==> src/rtl/audio_dac_transmitter_if.sv <==
// Sample handshake between an audio source and the DAC transmitter.
// The source drives the master side; the transmitter takes the slave side.
interface audio_dac_transmitter_if;
  logic [11:0] sample_in;
  logic [1:0]  pd_mode;
  logic        sample_valid;
  logic        sample_ready;

  modport master (
    output sample_in,
    output pd_mode,
    output sample_valid,
    input  sample_ready
  );

  modport slave (
    input  sample_in,
    input  pd_mode,
    input  sample_valid,
    output sample_ready
  );
endinterface

==> src/rtl/audio_dac_transmitter.sv <==
// Serialises 12-bit samples as 16-bit SPI write frames for a DAC121S101-class DAC.
// A one-entry holding buffer lets the source hand over the next sample mid-frame.
module audio_dac_transmitter #(
  parameter int CLK_DIV    = 4,
  parameter int GAP_CYCLES = 8
) (
  input  logic                  basys_clock,
  input  logic                  reset,
  audio_dac_transmitter_if.slave src,
  output logic                  dac_sync,
  output logic                  dac_sclk,
  output logic                  dac_din,
  output logic                  busy,
  output logic                  frame_done
);
  localparam int HW = (CLK_DIV > 1) ? $clog2(CLK_DIV) : 1;
  localparam int GW = (GAP_CYCLES > 1) ? $clog2(GAP_CYCLES) : 1;
  localparam logic [HW-1:0] HALF_LAST = HW'(CLK_DIV - 1);
  localparam logic [GW-1:0] GAP_LAST  = GW'(GAP_CYCLES - 1);

  typedef enum logic [1:0] {
    IDLE  = 2'd0,
    SHIFT = 2'd1,
    GAP   = 2'd2
  } state_t;

  state_t        state_q, state_d;
  logic          full_q, full_d;
  logic          ready_q;
  logic [15:0]   buf_q, buf_d;
  logic [15:0]   shift_q, shift_d;
  logic [HW-1:0] half_q, half_d;
  logic          phase_q, phase_d;
  logic [3:0]    bit_q, bit_d;
  logic [GW-1:0] gap_q, gap_d;
  logic          sync_q, sclk_q, din_q, busy_q, done_q;
  logic          sync_d, sclk_d, din_d, busy_d, done_d;
  logic          accept, load, half_end, frame_end, gap_end;

  assign accept    = src.sample_valid && ready_q;
  assign load      = (state_q == IDLE) && full_q;
  assign half_end  = (half_q == HALF_LAST);
  assign frame_end = half_end && phase_q && (bit_q == 4'd0);
  assign gap_end   = (gap_q == GAP_LAST);

  always_ff @(posedge basys_clock) begin
    if (reset) begin
      state_q <= IDLE;
    end else begin
      state_q <= state_d;
    end
  end

  always_comb begin
    state_d = state_q;
    case (state_q)
      IDLE:    if (full_q) state_d = SHIFT;
      SHIFT:   if (frame_end) state_d = GAP;
      GAP:     if (gap_end) state_d = IDLE;
      default: state_d = IDLE;
    endcase
  end

  // Pins are decoded from the current state and registered, so the line
  // lags the FSM by one cycle; phase_q=0 is the sclk-high half of a bit.
  always_comb begin
    sync_d = 1'b1;
    sclk_d = 1'b1;
    din_d  = 1'b0;
    busy_d = 1'b0;
    done_d = 1'b0;
    case (state_q)
      SHIFT: begin
        sync_d = 1'b0;
        sclk_d = ~phase_q;
        din_d  = shift_q[15];
        busy_d = 1'b1;
      end
      GAP: begin
        busy_d = 1'b1;
        done_d = (gap_q == '0);
      end
      default: ;
    endcase
  end

  // Counters sit at their start values whenever their state is inactive.
  always_comb begin
    full_d  = full_q;
    buf_d   = buf_q;
    shift_d = shift_q;
    half_d  = '0;
    phase_d = 1'b0;
    bit_d   = 4'd15;
    gap_d   = '0;
    if (accept) begin
      full_d = 1'b1;
      buf_d  = {2'b00, src.pd_mode, src.sample_in};
    end
    if (load) begin
      full_d  = 1'b0;
      shift_d = buf_q;
    end
    if (state_q == SHIFT) begin
      half_d  = half_end ? '0 : half_q + HW'(1);
      phase_d = half_end ? ~phase_q : phase_q;
      bit_d   = bit_q;
      if (half_end && phase_q) begin
        bit_d   = bit_q - 4'd1;
        shift_d = {shift_q[14:0], 1'b0};
      end
    end
    if (state_q == GAP) begin
      gap_d = gap_end ? '0 : gap_q + GW'(1);
    end
  end

  always_ff @(posedge basys_clock) begin
    if (reset) begin
      full_q  <= 1'b0;
      ready_q <= 1'b0;
      buf_q   <= '0;
      shift_q <= '0;
      half_q  <= '0;
      phase_q <= 1'b0;
      bit_q   <= 4'd15;
      gap_q   <= '0;
      sync_q  <= 1'b1;
      sclk_q  <= 1'b1;
      din_q   <= 1'b0;
      busy_q  <= 1'b0;
      done_q  <= 1'b0;
    end else begin
      full_q  <= full_d;
      ready_q <= ~full_d;
      buf_q   <= buf_d;
      shift_q <= shift_d;
      half_q  <= half_d;
      phase_q <= phase_d;
      bit_q   <= bit_d;
      gap_q   <= gap_d;
      sync_q  <= sync_d;
      sclk_q  <= sclk_d;
      din_q   <= din_d;
      busy_q  <= busy_d;
      done_q  <= done_d;
    end
  end

  assign src.sample_ready = ready_q;
  assign dac_sync         = sync_q;
  assign dac_sclk         = sclk_q;
  assign dac_din          = din_q;
  assign busy             = busy_q;
  assign frame_done       = done_q;
endmodule

==> src/flat_wrapper.sv <==
// flat-port wrapper written by rule: the top's interface ports become plain ports
module audio_dac_transmitter_flat 
#(
  parameter int CLK_DIV    = 4,
  parameter int GAP_CYCLES = 8
)
  (basys_clock, reset, dac_sync, dac_sclk, dac_din, busy, frame_done, src_sample_in, src_pd_mode, src_sample_valid, src_sample_ready);
  audio_dac_transmitter_if src_i ();
  input  logic basys_clock;
  input  logic reset;
  output logic dac_sync;
  output logic dac_sclk;
  output logic dac_din;
  output logic busy;
  output logic frame_done;
  input wire logic [$bits(src_i.sample_in)-1:0] src_sample_in;
  input wire logic [$bits(src_i.pd_mode)-1:0] src_pd_mode;
  input wire logic [$bits(src_i.sample_valid)-1:0] src_sample_valid;
  output wire logic [$bits(src_i.sample_ready)-1:0] src_sample_ready;
  assign src_i.sample_in = src_sample_in;
  assign src_i.pd_mode = src_pd_mode;
  assign src_i.sample_valid = src_sample_valid;
  assign src_sample_ready = src_i.sample_ready;
  audio_dac_transmitter #(.CLK_DIV(CLK_DIV), .GAP_CYCLES(GAP_CYCLES)) u_core (.basys_clock(basys_clock), .reset(reset), .src(src_i), .dac_sync(dac_sync), .dac_sclk(dac_sclk), .dac_din(dac_din), .busy(busy), .frame_done(frame_done));
endmodule
==> config.mk <==
export PLATFORM = sky130hd
export DESIGN_NAME = audio_dac_transmitter_flat
export DESIGN_NICKNAME = d
export VERILOG_FILES = /design/src/rtl/audio_dac_transmitter_if.sv /design/src/rtl/audio_dac_transmitter.sv /design/src/flat_wrapper.sv
export SDC_FILE = /design/constraint.sdc
export NUM_CORES = 1
export LEC_CHECK = 0
export CAP_MARGIN = 0
export CORE_ASPECT_RATIO = 2
export CORE_MARGIN = 1
export CORE_UTILIZATION = 49
export CTS_CLUSTER_DIAMETER = 150
export DETAILED_ROUTE_END_ITERATION = 8
export GPL_ROUTABILITY_DRIVEN = 0
export HOLD_SLACK_MARGIN = 0.03
export PLACE_DENSITY = 0.74
export SLEW_MARGIN = 30
export SYNTH_ARGS = -nofsm -noshare
export SYNTH_HDL_FRONTEND = slang
export SYNTH_SLANG_ARGS = --single-unit
==> constraint.sdc <==
create_clock -name basys_clock -period 1.48 [get_ports basys_clock]
set_input_delay 0.222 -clock basys_clock [delete_from_list [all_inputs] [get_ports basys_clock]]
set_output_delay 0.222 -clock basys_clock [all_outputs]
set_load 0.03 [all_outputs]
==> Implementation_results.wiki, run 1 <==
{| class="wikitable"
! Metric !! Value
|-
| Via count of the first global-routing pass || 1,466
|-
| Root buffer cell || clkbuf_8
|-
| Failing checks || setup timing
|-
| Utilization after layout || 66.83%
|-
| CP endpoint kind || flip-flop
|-
| Clk buf depth || 2
|-
| Least-Margin Pin Slew || between 300 and 400 ps
|-
| Number of cells traversed by the worst register-to-register path || 5
|-
| P&R area growth vs syn || 31.35%
|-
| DRT Pass-1 Iters || 4
|-
| Antenna diode count || 0
|-
| Fin Clk Skew || slightly above 10 ps
|-
| Maximum VDD drop || ~0.00084 V
|-
| Placed instance count || 285
|-
| Seq/Total Area, Yosys || approximately 50%
|-
| Worst Hold Path EP || u_core.half_q[0]
|-
| Starting density of the core || about 51%
|-
| WHS Path Cells || 1
|-
| Endpoints failing setup || 2
|-
| Power, Total || 2947 uW
|-
| Via-to-Cell Ratio || around 5.2
|-
| Run status || finished with violations
|-
| Clock network fraction of design power || 26.6%
|-
| Depth of the CTS H-tree || 2
|-
| Average cell area after synthesis || 9.877 um2
|-
| Final clock period utilization by the worst path || 106.0%
|-
| Number of synthesized register bits || 49
|-
| Min cycle time layout || 1568 ps
|-
| Grt peak-use layer || met2
|-
| Iter 0 DRT Violations || 18
|-
| CTS sink cnt || 49
|-
| Final-layout fill cell count || 330
|-
| Number of antenna violations at the first check in global routing || 0
|-
| Met2 track demand over resource in global routing || 35.30%
|-
| Floorplan die width || about 47 um
|-
| Logic pwr share || 24.6%
|-
| Mapped cell area || 0.001956 mm2
|-
| Sequential Power Share || around half
|-
| Dpl hpwl || 2.802 mm
|-
| Worst R2R End || u_core.state_q[0]
|-
| Met3 Use GR || 4.970%
|-
| Wire per inst || 13.32 um
|-
| Post-synth top flop || dfxtp_1
|-
| Share of synthesized registers carrying an async set or reset || 0%
|-
| Minimum setup slack among reg-to-reg paths || -90 ps
|-
| Count of port buffers added during placement || 22
|-
| Overflow after GRT || 0
|-
| Boundary pin count || 23
|-
| Number of synthesized flops with an enable pin || 0
|-
| Die boundary height || slightly above 90 um
|-
| Total wire length || 3.929 mm
|-
| Wire length of the first global-routing pass || 6.141 mm
|-
| Final Hold Fails || 0
|-
| Data arrival time of the worst path || 1800 ps
|-
| Inserted Clock Buffers || 5
|-
| Number of instances in the synthesized netlist || between 150 and 200
|-
| Clock tree from TritonCTS || done
|-
| Static Leakage || 0.001073 uW
|-
| Startpoint of the lowest-slack register-to-register path || u_core.bit_q[0]
|-
| Rows || 32
|-
| Worst Min Path Start || u_core.half_q[0]
|-
| Source-to-sink clock delay at the later pin of the worst-skew pair || 300 ps
|-
| Largest fanout of any net on the critical path || 2
|-
| Max-slew violation count || 0
|-
| Class of the tightest hold or removal check || flip-flop to flip-flop
|-
| Nets || ~270
|-
| Antenna-violating nets left || 0
|-
| RSZ-0062 raised after global routing || true
|-
| Upper clock frequency limit || 637.7 MHz
|-
| Die area || between 0.004 and 0.005 mm2
|-
| Net Count, Synth || 226
|-
| CTS Hold Buffers Added || 0
|-
| Switching part of the total power || ~28%
|-
| Met1 Track Usage GR || 19.97%
|-
| Fraction of layout cells with a size suffix above 1 || 20.08%
|-
| Worst Path Class, Setup || flip-flop to flip-flop
|-
| Category of the worst setup path launch point || flip-flop
|-
| Max-cap violations || 0
|-
| Worst Setup Slack, final || -88.19 ps
|-
| Residual DRC count || 0
|-
| PD cells || 1147 mW/mm2
|-
| Yosys warnings || 0
|-
| Number of vias after detailed routing || around 1,500
|-
| Combined global-route utilization of all metal layers || 20.32%
|-
| Clock-pin slew on the worst setup and hold paths || 90 ps
|-
| Max transition margin || 78.15%
|-
| Floorplan core area || 0.003844 mm2
|-
| Required arrival time at the worst endpoint || 1710 ps
|-
| Final cell count without fillers || 295
|-
| Net switching component of the power || about 830 uW
|-
| Distinct cell type count of the synthesized netlist || 33
|-
| WHS || 432.3 ps
|-
| Pint || 2116 uW
|-
| Pin count of the biggest net entering global routing || 26
|}
final cells by class:
cell class	count	area (um2)	share of cell area (%)
Timing Repair Buffer	48	462.9	18.02
Inverter	7	26.28	1.023
Sequential cell	49	987.2	38.43
Clock inverter	3	22.52	0.8768
Clock buffer	5	68.82	2.679
Multi-Input combinational cell	132	937.1	36.48
Tap cell	51	63.81	2.484
cell usage in the layout (no fill, tap or decap), types with 2 or more instances in the layout:
cell	netlist	layout
nor2_1	3	3
ha_2	0	2
a22o_1	2	2
nor3b_1	2	2
buf_4	1	22
dfxtp_2	0	2
clkinv_4	0	2
a21oi_1	16	16
xnor2_1	2	2
nor2b_1	4	4
inv_1	6	4
nand2_1	37	36
dlygate4sd2_1	0	6
clkbuf_8	0	5
nand3_1	5	5
ha_1	11	8
inv_2	1	3
clkdlybuf4s50_1	0	16
nand2b_1	4	4
o2bb2ai_1	12	12
or3_1	2	2
dfxtp_1	49	46
mux2i_1	15	15
buf_12	0	3
and2_1	5	5
worst max-delay path, stage by stage, from the launching register on:
cell,delay [ps]
dfxtp_2,330
inv_2,70
ha_4,120
or3b_4,380
a2111oi_4,360
mux2i_1,240
cell families (layout without fill, tap and decap cells):
kind of cell,after synthesis,count (layout),synth area share (%)
DFF,49,49,50.16
muxes,15,15,7.677
adders and majority gates,11,11,7.038
AOI/OAI and AO/OA,36,36,13.69
and+or+nand+nor,67,67,16.57
buffers and inverters,17,63,3.519
xor gates and xnor gates,3,3,1.344
metal layers:
layer	up-vias	share of wire, %
li1	761	-
met5	-	0
met2	39	58
met3	9	2.8
met4	0	2.7
met1	712	37
flip-flops by register name, indices dropped and copies added (netlist names):
register / cells
u_core.shift_q: 16
u_core.buf_q: 14
u_core.bit_q: 4
u_core.gap_q: 3
u_core.half_q: 2
u_core.state_q: 2
u_core.busy: 1
u_core.dac_din: 1
u_core.dac_sclk: 1
u_core.dac_sync: 1
u_core.frame_done: 1
u_core.full_q: 1
u_core.phase_q: 1
u_core.src.sample_ready: 1
cell usage after synthesis (all sizes together) (2+ instances only):
master	n	area, um2
buf	4	20.02
or3	2	12.51
dfxtp	49	980.9
a21oi	16	80.08
nor2	4	17.52
nor3b	2	15.01
inv	7	26.27
ha	11	137.6
nand2	37	138.9
xnor2	2	17.52
o2bb2ai	12	105.1
a22o	2	17.52
clkbuf	6	22.52
nor2b	4	25.02
mux2i	15	150.1
nand2b	4	25.02
and2	5	31.28
nand3	5	25.02
power by group through the flow:
stage	logic, uW	registers (uW)	clock network [uW]
floorplan	341	1490	0
global placement	688	1460	0
detailed placement	699	1460	0
CTS	697	1430	815
global route	782	1450	872
finish	725	1440	783
metrics by stage:
stage	instance area (um2)	setup TNS (ps)	setup slack (ps)
2_1_floorplan	1958	0	9.815
3_3_place_gp	2402	-2089	-183.9
3_5_place_dp	2402	-2427	-203.3
4_1_cts	2492	-204.3	-106.2
5_1_grt	2569	-287.1	-153.8
6_report	2569	-163.7	-88.19
repair_timing:
action | in CTS | in global routing
buffers inserted | 0 | 1
pin swaps | 0 | 2
cloned | 0 | 1
gates resized for setup | 8 | 10
endpoints found under the setup margin | 23 | 17
worst max-delay path by stage:
stage / start / to / slack [ps] / depth (start not counted)
global route: u_core.bit_q[0] / u_core.state_q[1] / -150 / 5
CTS: u_core.bit_q[1] / u_core.state_q[1] / -110 / 5
finish: u_core.bit_q[0] / u_core.state_q[0] / -90 / 5
floorplan: u_core.bit_q[0] / u_core.state_q[0] / 10 / 5
global placement: reset / u_core.shift_q[15] / -180 / 5
detailed placement: reset / u_core.shift_q[14] / -200 / 5
Note: power is estimated with default switching activity, not from simulation.
==> run 2: changes to the inputs <==
--- a/config.mk
+++ b/config.mk
@@ -7,7 +7,7 @@
 export LEC_CHECK = 0
 export CAP_MARGIN = 0
 export CORE_ASPECT_RATIO = 2
-export CORE_MARGIN = 1
+export CORE_MARGIN = 2
 export CORE_UTILIZATION = 49
 export CTS_CLUSTER_DIAMETER = 150
 export DETAILED_ROUTE_END_ITERATION = 8
==> run 2 against run 1 <==
The flow still finishes with violations (setup timing); routed wire length shrank 3.2%; final cell count up 1.0%; global-route usage fell by 2.2 points; worst hold slack better by 5.3 ps; sequential cell count is the same; clock skew is 6.5 ps lower; clock power grew 23%.
==> Implementation_results.wiki, run 2 (synthesized netlist as in run 1, its figures left out) <==
{| class="wikitable"
! Metric !! Value
|-
| Run status || finished with violations (unchanged)
|-
| Failing checks || setup timing (unchanged)
|-
| Starting density of the core || 50.88% (unchanged)
|-
| Most common library cell in the layout ignoring fill and taps || dfxtp_1 (unchanged)
|-
| Cell count along the critical path || 5 (unchanged)
|-
| Post-route setup TNS || -170.2 ps (was -163.7 ps)
|-
| Largest regs || u_core.shift_q: 16 flops, u_core.buf_q: 14 flops, u_core.bit_q: 4 flops (unchanged)
|-
| Antenna-violating nets left || 0 (unchanged)
|-
| Minimum setup slack among reg-to-reg paths || -90 ps (about the same)
|-
| CP endpoint kind || flip-flop (unchanged)
|-
| Number of cells traversed by the worst register-to-register path || 5 (unchanged)
|-
| Final clock period utilization by the worst path || 105.8% (was 106.0%)
|-
| Overflow after GRT || 0 (unchanged)
|-
| Worst-path cell with the longest stage delay || or3b_4 (unchanged)
|-
| CP Buf/Inv Count || 1 (unchanged)
|-
| Worst setup path start || u_core.bit_q[0] (unchanged)
|-
| Worst Setup Slack, final || -85.87 ps (was -88.19 ps)
|-
| Floorplan die width || 48.67 um (was 46.67 um)
|-
| Root buffer cell || clkbuf_8 (unchanged)
|-
| Power, Total || 3104 uW (was 2947 uW)
|-
| Via-to-Cell Ratio || 5.087 (was 5.156)
|-
| Fraction of layout cells with a size suffix above 1 || 22.27% (was 20.08%)
|-
| Combined global-route utilization of all metal layers || 18.15% (was 20.32%)
|-
| Clk buf depth || 2 (unchanged)
|-
| Least-Margin Pin Slew || 345.6 ps (was 327.7 ps)
|-
| Max reg flops || 16 (unchanged)
|-
| Leading cell types in the layout, fill and taps excluded || dfxtp_1 (45), nand2_1 (36), buf_4 (25), clkdlybuf4s50_1 (16), a21oi_1 (15) (was dfxtp_1 (46), nand2_1 (36), buf_4 (22), a21oi_1 (16), clkdlybuf4s50_1 (16))
|-
| Register ranked first by flip-flop count || u_core.shift_q (unchanged)
|-
| Final-layout fill cell count || 317 (was 330)
|-
| Startpoint of the lowest-slack register-to-register path || u_core.bit_q[0] (unchanged)
|-
| Inserted Clock Buffers || 5 (unchanged)
|-
| Wire per inst || 12.77 um (was 13.32 um)
|-
| Max transition margin || 76.96% (was 78.15%)
|-
| Endpoints failing setup || 2 (unchanged)
|-
| Required arrival time at the worst endpoint || 1700 ps (was 1710 ps)
|-
| Pint || 2324 uW (was 2116 uW)
|-
| Max-cap violations || 0 (unchanged)
|-
| Die area || 0.004543 mm2 (was 0.004263 mm2)
|-
| Worst R2R End || u_core.state_q[1] (was u_core.state_q[0])
|-
| P&R area growth vs syn || 34.42% (was 31.35%)
|-
| Maximum VDD drop || 0.0008123 V (was 0.0008352 V)
|-
| Residual DRC count || 0 (unchanged)
|-
| Upper clock frequency limit || 638.6 MHz (was 637.7 MHz)
|-
| Sequential Power Share || 46.4% (was 48.8%)
|-
| Wire length of the first global-routing pass || 6.541 mm (was 6.141 mm)
|-
| Clock tree from TritonCTS || done (unchanged)
|-
| Iter 0 DRT Violations || 20 (was 18)
|-
| CTS sink cnt || 49 (unchanged)
|-
| Nets || 274 (was 271)
|-
| Data arrival time of the worst path || 1790 ps (was 1800 ps)
|-
| Depth of the CTS H-tree || 2 (unchanged)
|-
| PD cells || 1181 mW/mm2 (was 1147 mW/mm2)
|-
| Peak per-stage delay on the critical path || 380 ps (about the same)
|-
| DRT Pass-1 Iters || 6 (was 4)
|-
| CP cell instances || inv_2, ha_4, or3b_4, a2111oi_4, mux2i_1 (unchanged)
|-
| Number of antenna violations at the first check in global routing || 0 (unchanged)
|-
| Boundary pin count || 23 (unchanged)
|-
| Min cycle time layout || 1566 ps (was 1568 ps)
|-
| Clock-pin slew on the worst setup and hold paths || 80 ps (was 90 ps)
|-
| Source-to-sink clock delay at the later pin of the worst-skew pair || 290 ps (was 300 ps)
|-
| Logic pwr share || 22.7% (was 24.6%)
|-
| Total wire length || 3.805 mm (was 3.929 mm)
|-
| Switching part of the total power || 25.15% (was 28.18%)
|-
| Fin Clk Skew || 3.820 ps (was 10.29 ps)
|-
| Rows || 32 (unchanged)
|-
| Via count of the first global-routing pass || 1,568 (was 1,466)
|-
| Dpl hpwl || 2.692 mm (was 2.802 mm)
|-
| Static Leakage || 0.001091 uW (was 0.001073 uW)
|-
| End point of the critical path || u_core.state_q[1] (was u_core.state_q[0])
|-
| RSZ-0062 raised after global routing || true (unchanged)
|-
| Floorplan core area || 0.003844 mm2 (unchanged)
|-
| Pin count of the biggest net entering global routing || 26 (unchanged)
|-
| Antenna diode count || 0 (unchanged)
|-
| Category of the worst setup path launch point || flip-flop (unchanged)
|-
| Die boundary height || 93.34 um (was 91.34 um)
|-
| Net switching component of the power || 780.9 uW (was 830.2 uW)
|-
| Max-slew violation count || 0 (unchanged)
|-
| Clock network fraction of design power || 30.9% (was 26.6%)
|-
| Worst Path Class, Setup || flip-flop to flip-flop (unchanged)
|-
| Final Hold Fails || 0 (unchanged)
|-
| Count of port buffers added during placement || 22 (unchanged)
|-
| Largest fanout of any net on the critical path || 2 (unchanged)
|-
| CTS Hold Buffers Added || 0 (unchanged)
|-
| Cell type group with the largest total delay on the critical path || simple AND/OR/NAND/NOR gates (unchanged)
|-
| Number of vias after detailed routing || 1,516 (was 1,521)
|-
| Class of the tightest hold or removal check || flip-flop to flip-flop (unchanged)
|}
[run 2: cell types whose count changed in the layout (fill, tap and decap cells not counted), moves of 2 or more]
cell,before,now
buf_4,22,25
clkinv_4,2,0
mux2i_2,0,2
mux2i_1,15,13
[run 2: area by class of cell]
| cell class | instances | area (um2) | area share [%] |
|---|---|---|---|
| clock buffers | 7 | 86.33 | 3.284 |
| multi-input cells | 132 | 948.4 | 36.08 |
| repair buffers | 51 | 485.5 | 18.47 |
| well taps | 51 | 63.81 | 2.427 |
| clock inverters | 1 | 30.03 | 1.142 |
| inverters | 7 | 26.28 | 0.9995 |
| flip-flops and latches | 49 | 988.4 | 37.60 |
[run 2: power by group through the flow]
stage	Clock (uW)	Combinational (uW)	Sequential (uW)
6_report	960	705	1440
4_1_cts	983	677	1430
3_3_place_gp	0	677	1460
3_5_place_dp	0	681	1460
5_1_grt	1040	768	1450
2_1_floorplan	0	341	1490
[run 2: what timing repair did]
item	in CTS	in global routing
setup endpoints to repair	23	18
setup buffers	0	3
cloned	0	1
pin swaps	0	2
gates resized for setup	10	12
[run 2: metal layers]
layer / track usage, % / wire length [um]
met5: 0 / 0
met4: 8.095 / 70
met3: 2.556 / 72
met2: 35.50 / 2213
met1: 18.36 / 1447
[run 2: stage by stage]
step	hold WS, ps	area, um2	cells	util, %	setup slack (ps)
after CTS	436.4	2526	294	65.72	-69.02
final	437.7	2629	298	68.39	-85.87
after global placement	417.8	2410	286	62.70	-186.1
after detailed placement	424.1	2410	286	62.70	-201.1
after floorplan	358.0	1958	198	-	9.815
after global routing	458.7	2629	298	68.39	-137.4
[run 2: worst min path at each step]
stage	start	endpoint	slack, ps	cells past startpoint
final	u_core.half_q[0]	u_core.half_q[0]	440	1
after global routing	u_core.half_q[0]	u_core.half_q[0]	460	1
after CTS	u_core.half_q[0]	u_core.half_q[0]	440	1
after detailed placement	u_core.half_q[0]	u_core.half_q[0]	420	1
after global placement	u_core.half_q[0]	u_core.half_q[0]	420	1
after floorplan	src_sample_in[0]	u_core.buf_q[0]	360	2
[run 2: worst register-to-register path, delay by kind of cell, from the launching register on]
| kind | cells | cell delay [ps] |
|---|---|---|
| buffers and inverters | 1 | 80 |
| DFF | 1 | 330 |
| AOI/OAI and AO/OA | 1 | 380 |
| muxes | 1 | 210 |
| and+or+nand+nor | 1 | 380 |
| adders and majority gates | 1 | 120 |
==> run 3: changes to the inputs <==
--- a/config.mk
+++ b/config.mk
@@ -7,7 +7,7 @@
 export LEC_CHECK = 0
 export CAP_MARGIN = 0
 export CORE_ASPECT_RATIO = 2
-export CORE_MARGIN = 2
+export CORE_MARGIN = 4
 export CORE_UTILIZATION = 49
 export CTS_CLUSTER_DIAMETER = 150
 export DETAILED_ROUTE_END_ITERATION = 8
==> run 3 against run 2 <==
The run still ends with setup timing left; combinational power is 6.1% higher; maximum frequency fell by 1.6%; sequential power about the same; worst hold slack improved by 0.65 ps; worst setup slack worse by 25 ps; clock skew grew 3.8 ps; global-route usage is 1.7 points lower; die area rose by 13%; critical path depth unchanged; non-clock buffer count unchanged; clock-buffer cell count shrank 1; first-iteration DRC count shrank 45%; highest routed layer unchanged.
==> Implementation_results.wiki, run 3 (synthesized netlist as in run 1, its figures left out) <==
{| class="wikitable"
! Metric !! Value
|-
| Placed instance count || 285 (was 286)
|-
| Max-cap violations || 0 (unchanged)
|-
| Min cycle time layout || 1591 ps (was 1566 ps)
|-
| Via-to-Cell Ratio || 5.030 (was 5.087)
|-
| Worst Setup Slack, final || -111.3 ps (was -85.87 ps)
|-
| Final Hold Fails || 0 (unchanged)
|-
| Clock-pin slew on the worst setup and hold paths || 90 ps (was 80 ps)
|-
| Floorplan die width || 52.67 um (was 48.67 um)
|-
| Pin count of the biggest net entering global routing || 26 (unchanged)
|-
| Run status || finished with violations (unchanged)
|-
| Fin Clk Skew || 7.574 ps (was 3.820 ps)
|-
| Iter 0 DRT Violations || 11 (was 20)
|-
| WHS Path Cells || 1 (unchanged)
|-
| Via count of the first global-routing pass || 1,581 (was 1,568)
|-
| Fraction of layout cells with a size suffix above 1 || 21.05% (was 22.27%)
|-
| CTS Hold Buffers Added || 0 (unchanged)
|-
| Die boundary height || 97.34 um (was 93.34 um)
|-
| Final-layout fill cell count || 334 (was 317)
|-
| Dpl hpwl || 2.810 mm (was 2.692 mm)
|-
| Wire length of the first global-routing pass || 6.410 mm (was 6.541 mm)
|-
| Number of vias after detailed routing || 1,499 (was 1,516)
|-
| Count of port buffers added during placement || 22 (unchanged)
|-
| Total wire length || 3.846 mm (was 3.805 mm)
|-
| Boundary pin count || 23 (unchanged)
|-
| Root buffer cell || clkbuf_8 (unchanged)
|-
| Leading cell types in the layout, fill and taps excluded || dfxtp_1 (46), nand2_1 (36), buf_4 (25), clkdlybuf4s50_1 (16), a21oi_1 (15) (was dfxtp_1 (45), nand2_1 (36), buf_4 (25), clkdlybuf4s50_1 (16), a21oi_1 (15))
|-
| CP cell instances || inv_2, ha_1, or3b_4, a2111oi_4, mux2i_1 (was inv_2, ha_4, or3b_4, a2111oi_4, mux2i_1)
|-
| Inserted Clock Buffers || 5 (unchanged)
|-
| Endpoints failing setup || 2 (unchanged)
|-
| PD cells || 1156 mW/mm2 (was 1181 mW/mm2)
|-
| Number of antenna violations at the first check in global routing || 0 (unchanged)
|-
| Largest regs || u_core.shift_q: 16 flops, u_core.buf_q: 14 flops, u_core.bit_q: 4 flops (unchanged)
|-
| Combined global-route utilization of all metal layers || 16.50% (was 18.15%)
|-
| Clock tree from TritonCTS || done (unchanged)
|-
| Number of cells traversed by the worst register-to-register path || 5 (unchanged)
|-
| Worst Min Path Start || u_core.half_q[0] (unchanged)
|-
| Least-Margin Pin Slew || 344.9 ps (was 345.6 ps)
|-
| Static Leakage || 0.001083 uW (was 0.001091 uW)
|-
| Source-to-sink clock delay at the later pin of the worst-skew pair || 300 ps (was 290 ps)
|-
| Rows || 32 (unchanged)
|-
| Max transition margin || 77.01% (was 76.96%)
|-
| Nets || 274 (unchanged)
|-
| Most common library cell in the layout ignoring fill and taps || dfxtp_1 (unchanged)
|-
| Register ranked first by flip-flop count || u_core.shift_q (unchanged)
|-
| Starting density of the core || 50.88% (unchanged)
|-
| DRT Pass-1 Iters || 3 (was 6)
|-
| Worst-path cell with the longest stage delay || or3b_4 (unchanged)
|-
| Data arrival time of the worst path || 1820 ps (was 1790 ps)
|-
| CTS sink cnt || 49 (unchanged)
|-
| Worst Hold Path EP || u_core.half_q[0] (unchanged)
|-
| RSZ-0062 raised after global routing || true (unchanged)
|-
| Worst Path Class, Setup || flip-flop to flip-flop (unchanged)
|-
| Depth of the CTS H-tree || 2 (unchanged)
|-
| Residual DRC count || 0 (unchanged)
|-
| Minimum setup slack among reg-to-reg paths || -110 ps (was -90 ps)
|-
| Worst R2R End || u_core.state_q[1] (unchanged)
|-
| Required arrival time at the worst endpoint || 1710 ps (was 1700 ps)
|-
| Floorplan core area || 0.003844 mm2 (unchanged)
|-
| Flip-flop and latch area || 984.7 um2 (was 988.4 um2)
|-
| CP endpoint kind || flip-flop (unchanged)
|-
| Max reg flops || 16 (unchanged)
|-
| Antenna-violating nets left || 0 (unchanged)
|-
| Antenna diode count || 0 (unchanged)
|-
| Wire per inst || 12.91 um (was 12.77 um)
|-
| Upper clock frequency limit || 628.4 MHz (was 638.6 MHz)
|-
| Startpoint of the lowest-slack register-to-register path || u_core.bit_q[1] (was u_core.bit_q[0])
|-
| Max-slew violation count || 0 (unchanged)
|-
| Category of the worst setup path launch point || flip-flop (unchanged)
|-
| CP Buf/Inv Count || 1 (unchanged)
|-
| Clk buf depth || 2 (unchanged)
|-
| Class of the tightest hold or removal check || flip-flop to flip-flop (unchanged)
|-
| Largest fanout of any net on the critical path || 2 (unchanged)
|-
| Final cell count without fillers || 298 (unchanged)
|-
| Placed cell areas || 0.002402 mm2 (was 0.002410 mm2)
|-
| Cell type group with the largest total delay on the critical path || simple AND/OR/NAND/NOR gates (unchanged)
|-
| Peak per-stage delay on the critical path || 380 ps (about the same)
|-
| Final clock period utilization by the worst path || 107.5% (was 105.8%)
|-
| P&R area growth vs syn || 32.12% (was 34.42%)
|-
| Combined area of the multi-input logic cells || 927.1 um2 (was 948.4 um2)
|-
| Die area || 0.005127 mm2 (was 0.004543 mm2)
|-
| Maximum VDD drop || 0.0009785 V (was 0.0008123 V)
|-
| Overflow after GRT || 0 (unchanged)
|-
| Cell count along the critical path || 5 (unchanged)
|-
| Non-Filler Cell Area, Final || 0.002584 mm2 (was 0.002629 mm2)
|-
| Failing checks || setup timing (unchanged)
|}
run 3: cell count changes in the layout (fill, tap and decap cells not counted):
| cell | change |
|---|---|
| o2bb2ai_1 | +1 |
| ha_2 | -1 |
| o2bb2ai_2 | -1 |
| clkinv_4 | +1 |
| ha_4 | -1 |
| clkbuf_1 | -1 |
| bufinv_16 | -1 |
| dfxtp_1 | +1 |
| clkinv_2 | +1 |
| ha_1 | +2 |
| dfxtp_4 | -1 |
run 3: timing repair:
item	4_1_cts	5_1_grt
gates cloned	0	1
setup endpoints to repair	23	17
buffers inserted	1	3
endpoints found under the hold margin	0	0
resized for setup	12	4
pin swaps	0	2
run 3: how the worst max path moves through the flow:
| stage | from | endpoint |
|---|---|---|
| after floorplan | u_core.bit_q[0] | u_core.state_q[0] |
| after global placement | reset | u_core.shift_q[15] |
| after detailed placement | reset | u_core.shift_q[14] |
| after CTS | u_core.bit_q[1] | u_core.state_q[1] |
| after global routing | u_core.bit_q[1] | u_core.state_q[1] |
| final | u_core.bit_q[1] | u_core.state_q[1] |
run 3: power breakdown:
part | internal [uW] | total [uW] | leakage, uW | switching, uW
Sequential | 1390 | 1420 | 0.000397 | 33.7
Clock | 379 | 815 | 0.0000512 | 436
Combinational | 402 | 748 | 0.000636 | 346
run 3: worst reg2reg max path: stages, from the launching register on:
cell and delay, ps:
dfxtp_2 340, inv_2 60, ha_1 130, or3b_4 380
a2111oi_4 380, mux2i_1 240
run 3: layout make-up:
cell class	count	share of cell area, %
multi-input combinational	132	35.88
clock inverter	2	0.5327
timing repair buffer	51	18.79
tap	51	2.470
inverter	7	1.017
sequential	49	38.11
clock buffer	6	3.196
run 3: metal layers:
layer / part of all wire (%) / track usage [%] / up-vias
li1: - / - / 765
met1: 36 / 15.26 / 709
met2: 60 / 31.61 / 18
met3: 2.2 / 4.147 / 7
met4: 1.9 / 6.496 / 0
met5: 0 / 0 / -
run 3: metrics by stage:
step | util, % | setup TNS (ps) | hold WS [ps] | worst slack (ps) | power (uW)
6_report | 67.22 | -206.0 | 438.3 | -111.3 | 2988
5_1_grt | 67.22 | -570.1 | 450.8 | -198.5 | 3146
4_1_cts | 65.33 | -204.9 | 440.6 | -110.0 | 2968
3_5_place_dp | 62.50 | -2477 | 427.8 | -199.1 | 2145
3_3_place_gp | 62.50 | -2231 | 418.6 | -192.9 | 2135
2_1_floorplan | - | 0 | 358.0 | 9.815 | 1829
